$ cat src/rtl/relief_dispatcher_n.sv
// relief_dispatcher_n: NUM_RES aging priority queues plus an evacuation FIFO with absolute precedence.
// Optional macro RELIEF_BOOST_STATS_EN enables the saturating Boost_Served_Count statistic.
`default_nettype none

module relief_dispatcher_n #(
  parameter int NUM_RES       = 2,
  parameter int DEPTH         = 4,
  parameter int EVAC_DEPTH    = 4,
  parameter int ZONE_W        = 8,
  parameter int PRI_W         = 2,
  parameter int AGE_W         = 8,
  parameter int AGE_THRESHOLD = 20,
  parameter int CH_W          = $clog2(NUM_RES + 1)
) (
  input  logic               Clock,
  input  logic               Reset,
  input  logic               Insert,
  input  logic [CH_W-1:0]    Channel,
  input  logic [ZONE_W-1:0]  Zone,
  input  logic [PRI_W-1:0]   Priority,
  input  logic               Serve,
  output logic               Dispatch_Valid,
  output logic [ZONE_W-1:0]  Dispatch_Zone,
  output logic [PRI_W-1:0]   Dispatch_Priority,
  output logic [CH_W-1:0]    Dispatch_Channel,
  output logic               Dispatch_Boost,
  output logic [NUM_RES-1:0] Queue_Full,
  output logic               Evac_Empty,
  output logic               Evac_Full,
  output logic               Overflow,
  output logic [15:0]        Boost_Served_Count
);

  localparam int SL_W  = (DEPTH > 1) ? $clog2(DEPTH) : 1;
  localparam int EA_W  = (EVAC_DEPTH > 1) ? $clog2(EVAC_DEPTH) : 1;
  localparam int KEY_W = 1 + PRI_W + AGE_W;
  localparam logic [AGE_W-1:0] AGE_MAX = '1;
  localparam logic [AGE_W-1:0] AGE_TH  = AGE_W'(AGE_THRESHOLD);
  localparam logic [CH_W-1:0]  EVAC_CH = CH_W'(NUM_RES);

  logic              res_valid [NUM_RES][DEPTH];
  logic [ZONE_W-1:0] res_zone  [NUM_RES][DEPTH];
  logic [PRI_W-1:0]  res_pri   [NUM_RES][DEPTH];
  logic [AGE_W-1:0]  res_age   [NUM_RES][DEPTH];

  logic [ZONE_W-1:0] evac_zone [EVAC_DEPTH];
  logic [PRI_W-1:0]  evac_pri  [EVAC_DEPTH];
  logic [EA_W:0]     wr_ptr;
  logic [EA_W:0]     rd_ptr;
  logic [EA_W-1:0]   wr_idx;
  logic [EA_W-1:0]   rd_idx;

  logic              win_found;
  logic              win_evac;
  logic [CH_W-1:0]   win_ch;
  logic [SL_W-1:0]   win_slot;
  logic [ZONE_W-1:0] win_zone;
  logic [PRI_W-1:0]  win_pri;
  logic              win_boost;
  logic [KEY_W-1:0]  best_key;
  logic [KEY_W-1:0]  cur_key;

  logic              tgt_res;
  logic              tgt_full;
  logic [SL_W-1:0]   tgt_free;
  logic              serve_take;
  logic              evac_pop;
  logic              res_take;
  logic              evac_accept;
  logic              res_accept;
  logic              drop;

  assign wr_idx     = wr_ptr[EA_W-1:0];
  assign rd_idx     = rd_ptr[EA_W-1:0];
  assign Evac_Empty = (wr_ptr == rd_ptr);
  assign Evac_Full  = (wr_ptr[EA_W] != rd_ptr[EA_W]) && (wr_idx == rd_idx);

  always_comb begin
    for (int c = 0; c < NUM_RES; c++) begin
      Queue_Full[c] = 1'b1;
      for (int s = 0; s < DEPTH; s++) begin
        if (!res_valid[c][s]) Queue_Full[c] = 1'b0;
      end
    end
  end

  // Free-slot search uses pre-edge state, so a same-cycle serve never frees room for an insert.
  always_comb begin
    tgt_res  = (Channel < EVAC_CH);
    tgt_full = 1'b1;
    tgt_free = '0;
    for (int c = 0; c < NUM_RES; c++) begin
      if (Channel == CH_W'(c)) begin
        for (int s = DEPTH - 1; s >= 0; s--) begin
          if (!res_valid[c][s]) begin
            tgt_full = 1'b0;
            tgt_free = SL_W'(s);
          end
        end
      end
    end
  end

  // Key ordering {boost, priority, age}; strict compare keeps the lowest channel/slot on ties.
  always_comb begin
    win_found = 1'b0;
    win_evac  = 1'b0;
    win_ch    = '0;
    win_slot  = '0;
    win_zone  = '0;
    win_pri   = '0;
    win_boost = 1'b0;
    best_key  = '0;
    cur_key   = '0;
    if (!Evac_Empty) begin
      win_found = 1'b1;
      win_evac  = 1'b1;
      win_ch    = EVAC_CH;
      win_zone  = evac_zone[rd_idx];
      win_pri   = evac_pri[rd_idx];
    end else begin
      for (int c = 0; c < NUM_RES; c++) begin
        for (int s = 0; s < DEPTH; s++) begin
          cur_key = {(res_age[c][s] >= AGE_TH), res_pri[c][s], res_age[c][s]};
          if (res_valid[c][s] && (!win_found || cur_key > best_key)) begin
            win_found = 1'b1;
            best_key  = cur_key;
            win_ch    = CH_W'(c);
            win_slot  = SL_W'(s);
            win_zone  = res_zone[c][s];
            win_pri   = res_pri[c][s];
            win_boost = cur_key[KEY_W-1];
          end
        end
      end
    end
  end

  assign serve_take  = Serve && win_found;
  assign evac_pop    = serve_take && win_evac;
  assign res_take    = serve_take && !win_evac;
  assign evac_accept = Insert && (Channel == EVAC_CH) && (!Evac_Full || evac_pop);
  assign res_accept  = Insert && tgt_res && !tgt_full;
  assign drop        = Insert && !evac_accept && !res_accept;

  always_ff @(posedge Clock or posedge Reset) begin
    if (Reset) begin
      for (int c = 0; c < NUM_RES; c++) begin
        for (int s = 0; s < DEPTH; s++) begin
          res_valid[c][s] <= 1'b0;
          res_zone[c][s]  <= '0;
          res_pri[c][s]   <= '0;
          res_age[c][s]   <= '0;
        end
      end
      for (int e = 0; e < EVAC_DEPTH; e++) begin
        evac_zone[e] <= '0;
        evac_pri[e]  <= '0;
      end
      wr_ptr            <= '0;
      rd_ptr            <= '0;
      Dispatch_Valid    <= 1'b0;
      Dispatch_Zone     <= '0;
      Dispatch_Priority <= '0;
      Dispatch_Channel  <= '0;
      Dispatch_Boost    <= 1'b0;
      Overflow          <= 1'b0;
    end else begin
      Overflow <= drop;

      for (int c = 0; c < NUM_RES; c++) begin
        for (int s = 0; s < DEPTH; s++) begin
          if (res_valid[c][s] && res_age[c][s] != AGE_MAX)
            res_age[c][s] <= res_age[c][s] + 1'b1;
          if (evac_accept && res_zone[c][s] == Zone)
            res_valid[c][s] <= 1'b0;
          if (res_take && win_ch == CH_W'(c) && win_slot == SL_W'(s))
            res_valid[c][s] <= 1'b0;
          if (res_accept && Channel == CH_W'(c) && tgt_free == SL_W'(s)) begin
            res_valid[c][s] <= 1'b1;
            res_zone[c][s]  <= Zone;
            res_pri[c][s]   <= Priority;
            res_age[c][s]   <= '0;
          end
        end
      end

      if (evac_accept) begin
        evac_zone[wr_idx] <= Zone;
        evac_pri[wr_idx]  <= Priority;
        wr_ptr            <= wr_ptr + 1'b1;
      end
      if (evac_pop) rd_ptr <= rd_ptr + 1'b1;

      Dispatch_Valid <= serve_take;
      if (serve_take) begin
        Dispatch_Zone     <= win_zone;
        Dispatch_Priority <= win_pri;
        Dispatch_Channel  <= win_ch;
        Dispatch_Boost    <= win_boost;
      end
    end
  end

`ifdef RELIEF_BOOST_STATS_EN
  logic [15:0] boost_cnt;

  always_ff @(posedge Clock or posedge Reset) begin
    if (Reset) begin
      boost_cnt <= '0;
    end else if (res_take && win_boost && boost_cnt != 16'hFFFF) begin
      boost_cnt <= boost_cnt + 1'b1;
    end
  end

  assign Boost_Served_Count = boost_cnt;
`else
  assign Boost_Served_Count = 16'd0;
`endif

endmodule

`default_nettype wire
$ cat config.mk
export PLATFORM = sky130hd
export DESIGN_NAME = relief_dispatcher_n
export DESIGN_NICKNAME = d
export VERILOG_FILES = /design/src/rtl/relief_dispatcher_n.sv
export SDC_FILE = /design/constraint.sdc
export NUM_CORES = 1
export LEC_CHECK = 0
export ABC_AREA = 1
export BUFFER_PORTS_ARGS = -buffer_cell sky130_fd_sc_hd__buf_2
export CORE_UTILIZATION = 30
export CTS_CLUSTER_DIAMETER = 80
export DETAILED_ROUTE_END_ITERATION = 10
export HOLD_SLACK_MARGIN = 0.05
export PLACE_DENSITY = 0.54
export SKIP_LAST_GASP = 1
export SYNTH_ARGS = -nofsm -noshare
export SYNTH_HDL_FRONTEND = slang
export SYNTH_SLANG_ARGS = --single-unit
$ cat constraint.sdc
create_clock -name Clock -period 13.41 [get_ports Clock]
set_clock_uncertainty 0.2 [all_clocks]
set_input_delay 0.6705 -clock Clock [delete_from_list [all_inputs] [get_ports Clock]]
set_output_delay 0.6705 -clock Clock [all_outputs]
set_load 0.01 [all_outputs]
==> results of run 1 <==
worst max-delay path, delay by kind of cell (launching register included):
kind	cells	cell delay [ns]
compound gates	18	2.64
buf+inv	11	1.92
simple gates	45	4.71
flops	1	0.48
fa+ha+maj	7	2.05
stage by stage:
stage / setup slack [ns] / util, %
floorplan: 2.53 / -
global placement: 0.549 / 31.7
detailed placement: 0.255 / 31.7
CTS: 0.220 / 33.7
global route: 0.00453 / 33.9
finish: 1.25 / 33.9
synth_stat cells, drive strengths merged:
cell type	n
o41ai	1
nor4	26
conb	1
nor2	79
o2111ai	4
a221oi	2
o21ai	261
xnor2	2
clkbuf	29
o211ai	13
o21bai	3
ha	98
buf	53
o31ai	3
nand3	96
nor3	39
and2	14
a21oi	104
clkinv	2
inv	215
nand2	465
o22ai	2
a21o	1
xor2	67
a22oi	1
a211oi	2
a31oi	15
and3	3
dfrtp	213
nand4	18
nor3b	2
or2	2
a32o	2
o21a	3
cells by family (layout without fill, tap and decap cells):
group / Yosys count / in the layout / share of synthesized area [%]
other cells: 1 / 16 / 0.0266
flops: 213 / 213 / 37.8
compound gates: 417 / 417 / 16.6
fa+ha+maj: 98 / 98 / 8.69
simple gates: 744 / 744 / 23.5
buf+inv: 299 / 310 / 9.06
xor+xnor: 69 / 69 / 4.28
path summary, 6_finish.rpt:
kind,startpoint,to,slack [ns],cells past startpoint
worst max-delay path,res_valid[7]$_DFFE_PP0P_,res_valid[6]$_DFFE_PP0P_,1.25,81
min in group asynchronous,Reset,res_zone[48]$_DFFE_PP0P_,0.52,3
worst min register to register,Dispatch_Channel[1]$_DFFE_PP0P_,Dispatch_Channel[1]$_DFFE_PP0P_,0.28,2
worst max register to register,res_valid[7]$_DFFE_PP0P_,res_valid[6]$_DFFE_PP0P_,1.25,81
max in group asynchronous,Reset,evac_pri[4]$_DFFE_PP0P_,10.41,5
worst min-delay path,Serve,rd_ptr[2]$_DFFE_PP0P_,0.21,3
state kept, by name, indices dropped and copies added, names as in the netlist:
| register | cells |
|---|---|
| res_zone | 64 |
| Dispatch_Priority | 2 |
| evac_zone | 32 |
| Overflow | 1 |
| Dispatch_Channel | 2 |
| wr_ptr | 3 |
| res_age | 64 |
| Dispatch_Boost | 1 |
| rd_ptr | 3 |
| Dispatch_Zone | 8 |
| evac_pri | 8 |
| res_pri | 16 |
| Dispatch_Valid | 1 |
| res_valid | 8 |
routing by layer:
metal / GRT usage [%] / vias to the layer above
li1: - / 6087
met2: 27.8 / 293
met1: 23.7 / 5880
met5: 0 / -
met4: 5.76 / 0
met3: 2.13 / 79
layout make-up:
class	instances	area [um2]
fill	4952	30700
multi-input combinational	1344	7610
sequential	213	5330
inverter	217	832
clock buffer	37	785
tap	607	759
timing repair buffer	45	259
clock inverter	11	165
placed cells by master (no fill, tap or decap), types with 5 or more instances in the layout:
cell	n
a21oi_1	101
a31oi_1	14
and2_1	14
buf_2	34
buf_4	9
clkbuf_16	28
clkbuf_8	5
clkinv_2	5
conb_1	16
dfrtp_1	212
ha_1	98
inv_1	195
inv_2	16
nand2_1	441
nand2_2	17
nand3_1	82
nand3_2	14
nand4_1	18
nor2_1	65
nor2_2	12
nor3_1	38
nor4_1	26
o211ai_1	13
o21ai_0	205
o21ai_1	31
o21ai_2	25
xor2_1	67
what timing repair did:
action                                  in CTS  in global routing
endpoints found under the hold margin       84                  0
buffers inserted                             0                  2
gates resized for setup                      0                 13
endpoints found under the setup margin       0                 20
hold buffers                                 1                  0
==> metrics.txt, run 1 <==
gr usage total 17.2%; Crit. End Element register; non-filler cells, final 2474; synthesized area 14100 um2; 1st-pass router iterations 5; Yosys cell types 56; dpl cell area 14700 um2; Mapped Cells 1841; Hold WS 0.208 ns; clk_lat worst skew 0.58 ns; CTS tree built; top post-synthesis cells by area dfrtp_1, nand2_1, ha_1; Worst EP arrival 12.42 ns; DRT met1 WL 19000 um; Initial Util 30.4%; setup TNS 0 ns; status completed; GRT Residual Overflow 0; Synth warnings 0; Root Driver clkbuf_16; Routed Antenna Nets 0; Worst path max stage delay 0.48 ns; Mapped Avg Cell Area 7.67 um2; top routing layer used met4; CTS sink cnt 213; DR DRC count 0; post-route design area 15700 um2; die area 47900 um2; routability cong. 0.915; IO Count 51; Rel. slew slack 21.3%; initial antenna violation count 0; Antenna Cells 0; worst slew pin tran 1.18 ns; post-layout min period 12.16 ns; routed length per placed instance 16.3 um; via count of the first global-routing pass 11900; H-Tree Depth 1; metal2 WL 18400 um; WL met3 1750 um; CORE AREA 46500 um2; first-pass GRT wire length 65300 um; drt total wl 40300 um; Worst setup SP type register; largest net degree at the start of global routing 87; cell taking the most area after synthesis dfrtp_1; vias 12300; CP dominant cell by count nand2_1; Port Buf Inserts 34; Max Slew Vio Count 0; Hold Path Class in2reg; number of CTS-inserted buffers 28; Yosys reg bits 213; Final setup viols 0; Max Cap Violations 0; layout cell share with drive strength beyond 1 10.5%; Rows 79; Placed Cells 2423; CP required 13.67 ns; RSZ-0062 raised after global routing false; Slowest-stage cell, CP dfrtp_2; Final Hold Vio Count 0; Layout Area Growth over Synthesis 11.5%; NumNets Final 1963; area fraction of the dominant cell type after synthesis 37.8%; vias per cell 4.99; period utilization 90.7%; Max Fclk 82.2 MHz; critical path type reg2reg; hpwl dp 30000 um; DR iter-0 viols 810; Max Root-Sink Buffers 3; die height 219 um; chip width 219 um; sequential element share of the synthesized area 37.8%; CTS clk-pin slew, worst paths 0.06 ns; CP Max Fanout 37
Power of run 1 is left out: the tool's default activity adds up to more than one toggle a clock period on the data nets, which glitch-free logic cannot reach.
==> run 2, diff against run 1 <==
==> constraint.sdc (replaced) <==
create_clock -name Clock -period 15.2 [get_ports Clock]
set_clock_uncertainty 0.2 [all_clocks]
set_input_delay 0.76 -clock Clock [delete_from_list [all_inputs] [get_ports Clock]]
set_output_delay 0.76 -clock Clock [all_outputs]
set_load 0.01 [all_outputs]
==> run 2 against run 1 <==
  * Non-clock buffer count decreased by 4
  * Setup slack better by 0.41 ns
  * Design area increased by 0.14%
  * Via count fell by 0.50%
  * Routed wire length rose by 2.1%
  * Sequential share of layout area hardly changed
  * Register-to-register slack gained 0.41 ns
  * Hold slack got worse by 0.10 ns
  * Critical path type unchanged
  * Highest routed layer unchanged
==> metrics.txt, run 2 (synthesized netlist as in run 1, its figures left out) <==
die area 47900 um2 (unchanged); Final Hold Vio Count 0 (unchanged); period utilization 89.1% (-1.6 points); Slowest-stage cell, CP dfrtp_2; Max Cap Violations 0 (unchanged); routed length per placed instance 16.7 um (+2.3%); CP Max Fanout 37 (unchanged); 1st-pass router iterations 5 (unchanged); GRT Residual Overflow 0 (unchanged); DR DRC count 0 (unchanged); Hold Buf Count CTS 0 (-1); chip width 219 um (unchanged); hpwl dp 30200 um (+0.89%); status completed; CTS tree built; CORE AREA 46500 um2 (unchanged); Worst EP arrival 13.76 ns (+1.34 ns); Final setup viols 0 (unchanged); largest delay contributor family on the critical path simple AND/OR/NAND/NOR gates; vias per cell 4.97 (-0.34%); largest net degree at the start of global routing 87 (unchanged); clk_lat worst skew 0.56 ns (-0.02 ns); IO Count 51 (unchanged); Worst setup SP type register; Antenna Cells 0 (unchanged); CTS sink cnt 213 (unchanged); Crit. End Element register; RSZ-0062 raised after global routing false; CP bufs+invs 10 (-1); critical path type reg2reg; reg2reg setup slack 1.65 ns (+0.41 ns); Initial Util 30.4% (unchanged); NumNets Final 1957 (-0.31%); Worst path max stage delay 0.66 ns (+0.18 ns); commonest non-fill, non-tap cell in the layout nand2_1; Hold Path Class in2async; drt total wl 41200 um (+2.1%); Max Fclk 73.8 MHz (-10%); Hold WS 0.108 ns (-0.0999 ns); layout cell share with drive strength beyond 1 10.5% (+0.023 points); CTS clk-pin slew, worst paths 0.06 ns (about the same); Regs by FF count res_age x64, res_zone x64, evac_zone x32; Max Root-Sink Buffers 3 (unchanged); vias 12300 (-0.50%); setup TNS 0 ns (unchanged); Setup Fix Bufs, Post-CTS 0 (unchanged); via count of the first global-routing pass 11700 (-1.4%); Layout Area Growth over Synthesis 11.7%; first-pass GRT wire length 65900 um (+0.85%); most frequent cells in the layout nand2_1, dfrtp_1, o21ai_0; CP dominant cell by count nand2_1; Max Slew Vio Count 0 (unchanged); initial antenna violation count 1 (+1); post-layout min period 13.55 ns (+1.38 ns); routability cong. 0.886 (-3.2%); H-Tree Depth 1 (unchanged); Final Util 33.9% (+0.048 points); Root Driver clkbuf_16; number of CTS-inserted buffers 26 (-7.1%); R2R cell count 82 (+1.2%); gr usage total 17.5% (+0.28 points); Routed Antenna Nets 0 (unchanged); worst slew pin tran 0.942 ns (-0.234 ns); CP required 15.42 ns (+1.75 ns); Port Buf Inserts 34 (unchanged); Rel. slew slack 37.2% (+16 points); Rows 79 (unchanged); r2r endpoint res_valid[2]$_DFFE_PP0P_; DR iter-0 viols 878 (+8.4%); r2r startpoint res_valid[7]$_DFFE_PP0P_; die height 219 um (unchanged)
[run 2: worst max path at each step]
stage,startpoint,endpoint,slack [ns],cells past startpoint
finish,res_valid[7]$_DFFE_PP0P_,res_valid[2]$_DFFE_PP0P_,1.65,82
global placement,res_valid[7]$_DFFE_PP0P_,res_valid[2]$_DFFE_PP0P_,1.64,82
global route,res_valid[7]$_DFFE_PP0P_,res_valid[2]$_DFFE_PP0P_,0.18,83
floorplan,res_valid[7]$_DFFE_PP0P_,res_valid[6]$_DFFE_PP0P_,4.32,88
CTS,res_valid[7]$_DFFE_PP0P_,res_valid[6]$_DFFE_PP0P_,0.92,82
detailed placement,res_valid[7]$_DFFE_PP0P_,res_valid[2]$_DFFE_PP0P_,0.96,83
[run 2: final cells by class]
type                       instances  area (um2)
clock buffer                      27         676
clock inverter                    21         370
fill                            4878       30700
inverter                         217         830
multi-input combinational       1344        7570
sequential                       213        5330
tap                              607         759
timing repair buffer              41         223
[run 2: stage by stage]
step                      std cells  area (um2)  setup WS [ns]
after CTS                      2470       15700          0.919
after global routing           2470       15800          0.184
after detailed placement       2422       14700          0.960
final                          2470       15800           1.65
after floorplan                1856       14200           4.32
after global placement         2422       14700           1.64
[run 2: timing repair]
item | 4_1_cts | 5_1_grt
endpoints found under the hold margin | 0 | 0
gates resized for setup | 0 | 4
setup endpoints to repair | 0 | 20
[run 2: layer usage]
metal  up-vias  global-route usage [%]  share of wire [%]
met5         -                       0                  0
met4         0                    6.02                2.9
met3        68                    1.73                4.3
met2       289                    28.3                 46
met1      5847                    24.4                 47
li1       6073                       -                  -
[run 2: worst register-to-register path: cells and delay by family (launching register included)]
family	cells	cell delay (ns)
adder cells (fa/ha/maj)	7	2.10
flip-flops	1	0.66
AND/OR/NAND/NOR	52	6.29
AO/OA/AOI/OAI	13	2.14
buffers and inverters	10	2.06
Power of run 2 is left out for the same reason.
==> run 3, diff against run 2 <==
--- a/config.mk
+++ b/config.mk
@@ -5,13 +5,14 @@
 export SDC_FILE = /design/constraint.sdc
 export NUM_CORES = 1
 export LEC_CHECK = 0
-export ABC_AREA = 1
 export BUFFER_PORTS_ARGS = -buffer_cell sky130_fd_sc_hd__buf_2
+export CELL_PAD_IN_SITES_DETAIL_PLACEMENT = 0
+export CELL_PAD_IN_SITES_GLOBAL_PLACEMENT = 2
 export CORE_UTILIZATION = 30
 export CTS_CLUSTER_DIAMETER = 80
 export DETAILED_ROUTE_END_ITERATION = 10
 export HOLD_SLACK_MARGIN = 0.05
-export PLACE_DENSITY = 0.54
+export PLACE_DENSITY = 0.73
 export SKIP_LAST_GASP = 1
 export SYNTH_ARGS = -nofsm -noshare
 export SYNTH_HDL_FRONTEND = slang
==> run 3 against run 2 <==
  * Critical path depth is 28 lower
  * Register-to-register slack got worse by 0.64 ns
  * Critical endpoint is now Dispatch_Zone[6]$_DFFE_PP0P_
  * Sequential share of layout area increased by 0.29 points
  * Via count down 8.9%
  * Hold slack lost 0.0016 ns
  * Non-clock buffer count grew 16
  * First-iteration DRC count decreased by 34%
  * Flip-flop and latch count is the same
  * Routed wire length up 0.65%
==> metrics.txt, run 3 <==
CP Max Fanout 27 (-27%); sequential element share of the synthesized area 38.6% (+0.81 points); clk_lat worst skew 0.59 ns (+0.03 ns); most frequent cell after synthesis nand2_1; die area 46900 um2 (-2.1%); Routed Antenna Nets 0 (unchanged); reg2reg setup slack 1.01 ns (-0.64 ns); Hold Path Class in2async; Yosys reg bits 213 (unchanged); largest family of logic cells by synthesized area simple AND/OR/NAND/NOR gates; Synth Area in Compound Gates 13.7% (-3.0 points); Reg area 5330 um2 (unchanged); GRT Residual Overflow 0 (unchanged); CP required 15.49 ns (+0.07 ns); Synth Flop Type dfrtp_1; CTS sink cnt 213 (unchanged); largest net degree at the start of global routing 103 (+18%); Mapped Avg Cell Area 8.87 um2 (+16%); Synth Area in XOR/XNOR 8.05% (+3.8 points); synthesized-area fraction occupied by and/or/nand/nor cells 20.0% (-3.5 points); IO Count 51 (unchanged); Final setup viols 0 (unchanged); first-pass GRT wire length 65900 um (about the same); Placed Cells 2140 (-12%); Mapped Cells 1557 (-15%); r2r startpoint res_age[59]$_DFFE_PP0P_; Rows 78 (-1.3%); footprint of the multi-input gates 8020 um2 (+5.8%); Initial Util 30.4% (+0.064 points); top post-synthesis cells by area dfrtp_1, ha_1, nand2_1; DR iter-0 viols 579 (-34%); dpl ws 0.528 ns (-0.432 ns); Regs by FF count res_age x64, res_zone x64, evac_zone x32; synthesized area 13800 um2 (-2.1%); Synth warnings 0 (unchanged); r2r endpoint Dispatch_Zone[6]$_DFFE_PP0P_; Worst path max stage delay 0.52 ns (-0.14 ns); Yosys cell types 76 (+36%); Slowest-stage cell, CP or4_1; initial antenna violation count 0 (-1); vias 11200 (-8.9%); commonest non-fill, non-tap cell in the layout nand2_1; chip width 217 um (-1.1%); RSZ-0062 raised after global routing false; cell taking the most area after synthesis dfrtp_1; CTS clk-pin slew, worst paths 0.06 ns (about the same); Worst setup SP type register; routability cong. 0.869 (-1.9%); Antenna Cells 0 (unchanged); layout cell share with drive strength beyond 1 13.8% (+3.2 points); CP bufs+invs 7 (-3); Crit. End Element register; area fraction of the dominant cell type after synthesis 38.6% (+0.81 points); 1st-pass router iterations 5 (unchanged); EDFF count, synth 0 (unchanged); H-Tree Depth 1 (unchanged); Final Hold Vio Count 0 (unchanged); routed length per placed instance 18.9 um (+13%); hpwl dp 30300 um (+0.14%); commonest cells in the synthesized netlist nand2_1, dfrtp_1, nor2_1; Max Root-Sink Buffers 3 (unchanged); critical path type reg2reg; CORE AREA 45400 um2 (-2.3%); non-filler cells, final 2191 (-11%); status completed; CTS tree built; most frequent cells in the layout nand2_1, dfrtp_1, nor2_1; DR DRC count 0 (unchanged); # fillers 4721 (-3.2%); gr usage total 17.8% (+0.28 points); via count of the first global-routing pass 11200 (-4.9%); R2R cell count 54 (-34%); period utilization 93.3% (+4.2 points); post-layout min period 14.19 ns (+0.642 ns); worst slew pin tran 1.18 ns (+0.237 ns); NumNets Final 1685 (-14%); Max Fclk 70.5 MHz (-4.5%); Max Cap Violations 0 (unchanged); setup TNS 0 ns (unchanged); Root Driver clkbuf_16; Port Buf Inserts 34 (unchanged); Final Worst Setup Slack 1.01 ns (-0.642 ns); Post-synth ARST share 100% (unchanged); Layout Area Growth over Synthesis 13.1%; number of CTS-inserted buffers 29 (+12%); Rel. slew slack 21.1% (-16 points); Max Slew Vio Count 0 (unchanged); mux cell area share after synthesis 6.39% (+6.4 points); Worst EP arrival 14.47 ns (+0.71 ns); die height 217 um (-1.1%); drt total wl 41500 um (+0.65%); largest delay contributor family on the critical path compound AO/OA/AOI/OAI gates; CP dominant cell by count ha_1; Hold WS 0.107 ns (-0.00163 ns); vias per cell 5.11 (+2.7%); post-synthesis adder-cell area fraction 8.87% (+0.19 points)
-- run 3: timing repair --
item,4_1_cts,5_1_grt
buffers inserted,0,0
resized for setup,0,17
hold buffers,0,0
setup endpoints to repair,0,19
-- run 3: per-stage QoR --
| stage | utilization (%) | cell area [um2] |
|---|---|---|
| 2_1_floorplan | - | 13900 |
| 3_3_place_gp | 32.1 | 14600 |
| 3_5_place_dp | 32.1 | 14600 |
| 4_1_cts | 34.3 | 15500 |
| 5_1_grt | 34.4 | 15600 |
| 6_report | 34.4 | 15600 |
-- run 3: worst max-delay path by stage --
stage | startpoint | end | cells past startpoint
after floorplan | res_age[59]$_DFFE_PP0P_ | Dispatch_Zone[6]$_DFFE_PP0P_ | 61
after global placement | res_age[59]$_DFFE_PP0P_ | Dispatch_Zone[6]$_DFFE_PP0P_ | 56
after detailed placement | res_age[59]$_DFFE_PP0P_ | Dispatch_Zone[6]$_DFFE_PP0P_ | 56
after CTS | res_age[59]$_DFFE_PP0P_ | Dispatch_Zone[6]$_DFFE_PP0P_ | 56
after global routing | res_age[59]$_DFFE_PP0P_ | Dispatch_Zone[6]$_DFFE_PP0P_ | 56
final | res_age[59]$_DFFE_PP0P_ | Dispatch_Zone[6]$_DFFE_PP0P_ | 54
-- run 3: area by class of cell --
| class | count | area share (%) |
|---|---|---|
| inverter | 47 | 1.20 |
| multi-input combinational | 1223 | 51.3 |
| tap | 600 | 4.80 |
| timing repair buffer | 57 | 2.19 |
| clock buffer | 36 | 5.07 |
| clock inverter | 15 | 1.33 |
| sequential | 213 | 34.1 |
-- run 3: routing by layer --
| layer | GRT usage (%) | part of all wire [%] | up-vias |
|---|---|---|---|
| li1 | - | - | 5428 |
| met1 | 24.6 | 47 | 5522 |
| met2 | 29.0 | 47 | 177 |
| met3 | 2.02 | 3.1 | 61 |
| met4 | 5.52 | 2.7 | 0 |
| met5 | 0 | 0 | - |
-- run 3: worst reg2reg max path: cells and delay by family, from the launching register on --
| family | cells | cell delay, ns |
|---|---|---|
| adders and majority gates | 7 | 2.06 |
| and+or+nand+nor | 10 | 2.48 |
| muxes | 2 | 0.75 |
| AOI/OAI and AO/OA | 28 | 6.49 |
| buffers and inverters | 7 | 1.70 |
| DFF | 1 | 0.43 |
-- run 3: kinds of logic after synthesis --
kind of cell / count (synthesis)
DFF: 213
AOI/OAI and AO/OA: 273
xor gates and xnor gates: 127
adders and majority gates: 98
other: 1
buffers and inverters: 136
and+or+nand+nor: 641
muxes: 68
Power of run 3 is left out for the same reason.
